**src/rtl/multi_debounce_pulser.sv**
```systemverilog
// N-channel push-button conditioner: 2-flop synchroniser, stability-count debouncer,
// one-cycle press/release pulses and an optional hold-to-auto-repeat pulse stream.
module multi_debounce_pulser #(
    parameter int N_CH          = 4,
    parameter int STABLE_CYCLES = 255,
    parameter int CNT_W         = 8,
    parameter int HOLD_CYCLES   = 1000,
    parameter int REPEAT_CYCLES = 250,
    parameter int HOLD_W        = 16
) (
    input  logic            clk_i,
    input  logic            rst_ni,
    input  logic [N_CH-1:0] din_i,
    input  logic [N_CH-1:0] en_repeat_i,
    output logic [N_CH-1:0] level_o,
    output logic [N_CH-1:0] rise_pulse_o,
    output logic [N_CH-1:0] fall_pulse_o,
    output logic [N_CH-1:0] repeat_pulse_o,
    output logic            any_event_o
);

    // Repeat phase per channel
    //   state    | meaning
    //   PH_FIRST | waiting HOLD_CYCLES for the first repeat after a press
    //   PH_NEXT  | repeating every REPEAT_CYCLES
    typedef enum logic {PH_FIRST = 1'b0, PH_NEXT = 1'b1} phase_e;

    localparam logic [CNT_W-1:0]  STABLE_LIM = CNT_W'(STABLE_CYCLES);
    localparam logic [HOLD_W-1:0] HOLD_LIM   = HOLD_W'(HOLD_CYCLES - 1);
    localparam logic [HOLD_W-1:0] REP_LIM    = HOLD_W'(REPEAT_CYCLES - 1);

    logic [N_CH-1:0] s1_q, s2_q;

    always_ff @(posedge clk_i or negedge rst_ni) begin
        if (!rst_ni) begin
            s1_q <= '0;
            s2_q <= '0;
        end else begin
            s1_q <= din_i;
            s2_q <= s1_q;
        end
    end

    for (genvar c = 0; c < N_CH; c++) begin : g_ch
        logic              cand_q, cand_d;
        logic [CNT_W-1:0]  cnt_q, cnt_d;
        logic              level_q, level_d;
        logic              rise_q, rise_d;
        logic              fall_q, fall_d;
        logic              rep_q, rep_d;
        logic [HOLD_W-1:0] hcnt_q, hcnt_d;
        phase_e            phase_q, phase_d;
        logic              accept;

        assign accept = (cnt_q == STABLE_LIM) && (cand_q != level_q);

        always_comb begin
            cand_d  = cand_q;
            cnt_d   = cnt_q;
            hcnt_d  = hcnt_q;
            phase_d = phase_q;
            rep_d   = 1'b0;

            if (s2_q[c] != cand_q) begin
                cand_d = s2_q[c];
                cnt_d  = '0;
            end else if (cnt_q != STABLE_LIM) begin
                cnt_d = cnt_q + CNT_W'(1);
            end

            level_d = accept ? cand_q : level_q;
            rise_d  = accept && cand_q;
            fall_d  = accept && !cand_q;

            // An accepted edge (rise or fall) always restarts the hold timer and
            // suppresses any repeat that would have fired on the same edge.
            if (accept || !level_q || !en_repeat_i[c]) begin
                hcnt_d  = '0;
                phase_d = PH_FIRST;
            end else if (hcnt_q == ((phase_q == PH_FIRST) ? HOLD_LIM : REP_LIM)) begin
                rep_d   = 1'b1;
                hcnt_d  = '0;
                phase_d = PH_NEXT;
            end else begin
                hcnt_d = hcnt_q + HOLD_W'(1);
            end
        end

        always_ff @(posedge clk_i or negedge rst_ni) begin
            if (!rst_ni) begin
                cand_q  <= 1'b0;
                cnt_q   <= '0;
                level_q <= 1'b0;
                rise_q  <= 1'b0;
                fall_q  <= 1'b0;
                rep_q   <= 1'b0;
                hcnt_q  <= '0;
                phase_q <= PH_FIRST;
            end else begin
                cand_q  <= cand_d;
                cnt_q   <= cnt_d;
                level_q <= level_d;
                rise_q  <= rise_d;
                fall_q  <= fall_d;
                rep_q   <= rep_d;
                hcnt_q  <= hcnt_d;
                phase_q <= phase_d;
            end
        end

        assign level_o[c]        = level_q;
        assign rise_pulse_o[c]   = rise_q;
        assign fall_pulse_o[c]   = fall_q;
        assign repeat_pulse_o[c] = rep_q;
    end

    assign any_event_o = |(rise_pulse_o | fall_pulse_o | repeat_pulse_o);

endmodule

```
**config.mk**
```make
export PLATFORM = sky130hd
export DESIGN_NAME = multi_debounce_pulser
export DESIGN_NICKNAME = d
export VERILOG_FILES = /design/src/rtl/multi_debounce_pulser.sv
export SDC_FILE = /design/constraint.sdc
export NUM_CORES = 1
export LEC_CHECK = 0
export ABC_AREA = 0
export BUFFER_PORTS_ARGS = -buffer_cell sky130_fd_sc_hd__buf_2
export CORE_ASPECT_RATIO = 1.75
export CORE_MARGIN = 2
export CORE_UTILIZATION = 35
export CTS_BUF_LIST = sky130_fd_sc_hd__clkbuf_4 sky130_fd_sc_hd__clkbuf_8
export DETAILED_ROUTE_END_ITERATION = 12
export SYNTH_ARGS = -nofsm -noshare
export SYNTH_HDL_FRONTEND = slang
export SYNTH_SLANG_ARGS = --single-unit
export TNS_END_PERCENT = 1
```
**constraint.sdc**
```tcl
create_clock -name clk_i -period 2.8 [get_ports clk_i]
set_clock_uncertainty 0.05 [all_clocks]
set_input_delay 0.14 -clock clk_i [delete_from_list [all_inputs] [get_ports clk_i]]
set_output_delay 0.14 -clock clk_i [all_outputs]
set_load 0.01 [all_outputs]
```
==> flow_metrics.env <==
export IMPL_syn_inst=590
export IMPL_post_place_ws_ps=447
export IMPL_ant_nets=0
export IMPL_worst_pin_slew_ps=618
export IMPL_drc=0
export IMPL_pin_count=27
export IMPL_regArea_mm2=0.00320
export IMPL_r2r_end="g_ch[1].rep_q"
export IMPL_vdd_ir_drop_max_mv=0.257
export IMPL_post_route_util_pct=40.5
export IMPL_path_clk_slew_ps=80
export IMPL_synthesis_nets=608
export IMPL_power_density_mw_per_mm2=543
export IMPL_min_path_cells=3
export IMPL_fin_ws_ps=428
export IMPL_wl_um=12000
export IMPL_mostFrequentLayoutCell="dfrtp_1"
export IMPL_hp_class="input port to flop"
export IMPL_fin_tns_setup_ps=0
export IMPL_htreeDepth=4
export IMPL_drt_iter0_drc=177
export IMPL_end_kind="flop"
export IMPL_synth_top_flop_cell="dfrtp_1"
export IMPL_timing_rr_start="g_ch[1].hcnt_q[9]"
export IMPL_hold_start="en_repeat_i[2]"
export IMPL_min_period_ps=2370
export IMPL_critPathMaxStageDelay_ps=530
export IMPL_finalNonFillerCells=857
export IMPL_grt_max_degree=62
export IMPL_synth_async_sr_flop_share_pct=100
export IMPL_synth_top_area_cell="dfrtp_1"
export IMPL_leakage_nw=2.68
export IMPL_die_w_um=104
export IMPL_dieHeight_um=178
export IMPL_worstPathRequired_ps=3100
export IMPL_crit_chain="or4b_1 > or3_4 > a2111oi_4 > buf_4 > nor2b_1"
export IMPL_dp_cells=821
export IMPL_grt_pass1_vias=4582
export IMPL_cp_num_cells=5
export IMPL_cts_buffers=17
export IMPL_netlist_area_mm2=0.00607
export IMPL_status="complete, no violations"
export IMPL_max_clock_freq_mhz=422
export IMPL_fin_nets=636
export IMPL_portBuffers=26
export IMPL_postCtsSetupRepairBufs=0
export IMPL_ys_types=55
export IMPL_root_buffer="clkbuf_8"
export IMPL_dpl_hpwl_um=8610
export IMPL_total_power_mw=3.73
export IMPL_synth_top_area_share_pct=52.8
export IMPL_start_util_pct=35.8
export IMPL_dr_total_vias=4424
export IMPL_first_pass_iters=4
export IMPL_insertion_delay_ps=420
export IMPL_finalHoldViolations=0
export IMPL_hold_end="g_ch[2].phase_q"
export IMPL_layout_common_cells="128 x dfrtp_1, 71 x nor2_1, 52 x nor3_1, 50 x xnor2_1, 34 x nand2_1"
export IMPL_gr_total_overflow=0
export IMPL_final_period_utilization_pct=84.7
export IMPL_viasPerCell=5.16
export IMPL_cts_max_path_buffers=2
export IMPL_maxCapViolations=0
export IMPL_max_slew_margin_pct=58.4
export IMPL_antenna_found_initial=0
export IMPL_drive_above_1_share_pct=12.9
export IMPL_multiInputGateArea_mm2=0.00260
export IMPL_core_area_mm2=0.0169
export IMPL_ys_seq_area_share_pct=52.8
export IMPL_yosysWarnings=0
export IMPL_cts_sinks=128
export IMPL_path_buf_inv=1
export IMPL_tritoncts="done"
export IMPL_crit_arrival_ps=2670
export IMPL_cp_start_kind="flop"
export IMPL_routabilityCongestion=0.841
export IMPL_cp_max_fo=8
export IMPL_whs_ps=41.8
export IMPL_synth_edf_count=0
export IMPL_maxSlewViolCount=0
export IMPL_rsz0062_at_grt="false"
export IMPL_track_usage_pct=13.8
export IMPL_report_final_setup_viol=0
export IMPL_wl_per_cell_um=14.0
export IMPL_synth_seq_cells=128
export IMPL_fp_dieArea_mm2=0.0185
export IMPL_area_growth_pct=13.0
export IMPL_reg2reg_depth=5
export IMPL_rows=63
export IMPL_critical_path_class="flop to flop"
export IMPL_critPathSlowestCell="or4b_1"
export IMPL_grt_pass1_wl_um=20800
export IMPL_synthTopCellsByArea="dfrtp_1 53%, xnor2_1 7.2%, nor2_1 4.4%"
export IMPL_antenna_cells=0
export IMPL_rrSetupSlack_ps=430
export IMPL_avgSynthCellArea_um2=10.3
export IMPL_stdcell_area_mm2=0.00686
export IMPL_crit_family="simple AND/OR/NAND/NOR gates"
export IMPL_place_area_mm2=0.00638
export IMPL_fillers=1644
## per-layer routing
layer | vias to the layer above | share of wire, % | track usage, %
met1 | 2194 | 41 | 14.5
met2 | 62 | 55 | 26.0
met5 | - | 0 | 0
met4 | 0 | 2.1 | 6.81
li1 | 2149 | - | -
met3 | 19 | 1.9 | 2.85
## timing repair
action                                 4_1_cts  5_1_grt
gates resized for setup                      0        0
setup endpoints to repair                    0        0
endpoints found under the hold margin       49        0
hold buffers                                 5        0
## worst register-to-register path, cell delays in order (launching register included)
cell	delay (ps)
dfrtp_1	440
or4b_1	530
or3_4	390
a2111oi_4	510
buf_4	250
nor2b_1	130
## how the worst max path moves through the flow
stage                           start                end  slack, ps
finish              g_ch[1].hcnt_q[9]      g_ch[1].rep_q        430
global placement    g_ch[1].hcnt_q[9]      g_ch[1].rep_q        470
CTS                 g_ch[1].hcnt_q[9]      g_ch[1].rep_q        430
detailed placement  g_ch[1].hcnt_q[9]      g_ch[1].rep_q        450
floorplan           g_ch[1].hcnt_q[8]  g_ch[1].hcnt_q[4]        520
global route        g_ch[1].hcnt_q[9]      g_ch[1].rep_q        350
## area by class of cell
type | instances | area share [%]
Tap cell | 227 | 4.14
Clock inverter | 11 | 2.28
Inverter | 15 | 0.820
Clock buffer | 20 | 4.01
Timing Repair Buffer | 43 | 4.16
Multi-Input combinational cell | 413 | 37.9
Sequential cell | 128 | 46.7
## report_power, final
| part | internal, mW | total [mW] | switching [mW] |
|---|---|---|---|
| clock | 0.956 | 1.68 | 0.724 |
| combinational | 0.0469 | 0.128 | 0.0808 |
| sequential | 1.88 | 1.92 | 0.0368 |
| total | 2.89 | 3.73 | 0.841 |
## synth_stat cells (all sizes together), types with 9 or more instances
master / instances
inv: 15
clkbuf: 13
nand4: 20
dfrtp: 128
nor3: 52
nor2: 71
nand3: 31
buf: 21
xor2: 16
xnor2: 50
nor4: 16
or3: 9
nand2: 34
nor3b: 9
a211oi: 9
## registers in the layout, summed over array words and instances, names as in the netlist
name          flops
g_ch.phase_q      4
g_ch.fall_q       4
g_ch.rise_q       4
s1_q              4
g_ch.cnt_q       32
g_ch.level_q      4
g_ch.cand_q       4
s2_q              4
g_ch.rep_q        4
g_ch.hcnt_q      64
## cells by family after synthesis
kind of cell	synth area share, %
and+or+nand+nor	24.4
AOI/OAI and AO/OA	6.47
buffers and inverters	4.37
adders and majority gates	1.65
muxes	0.886
DFF	52.8
xor gates and xnor gates	9.52
Note: power is estimated with default switching activity, not from simulation.
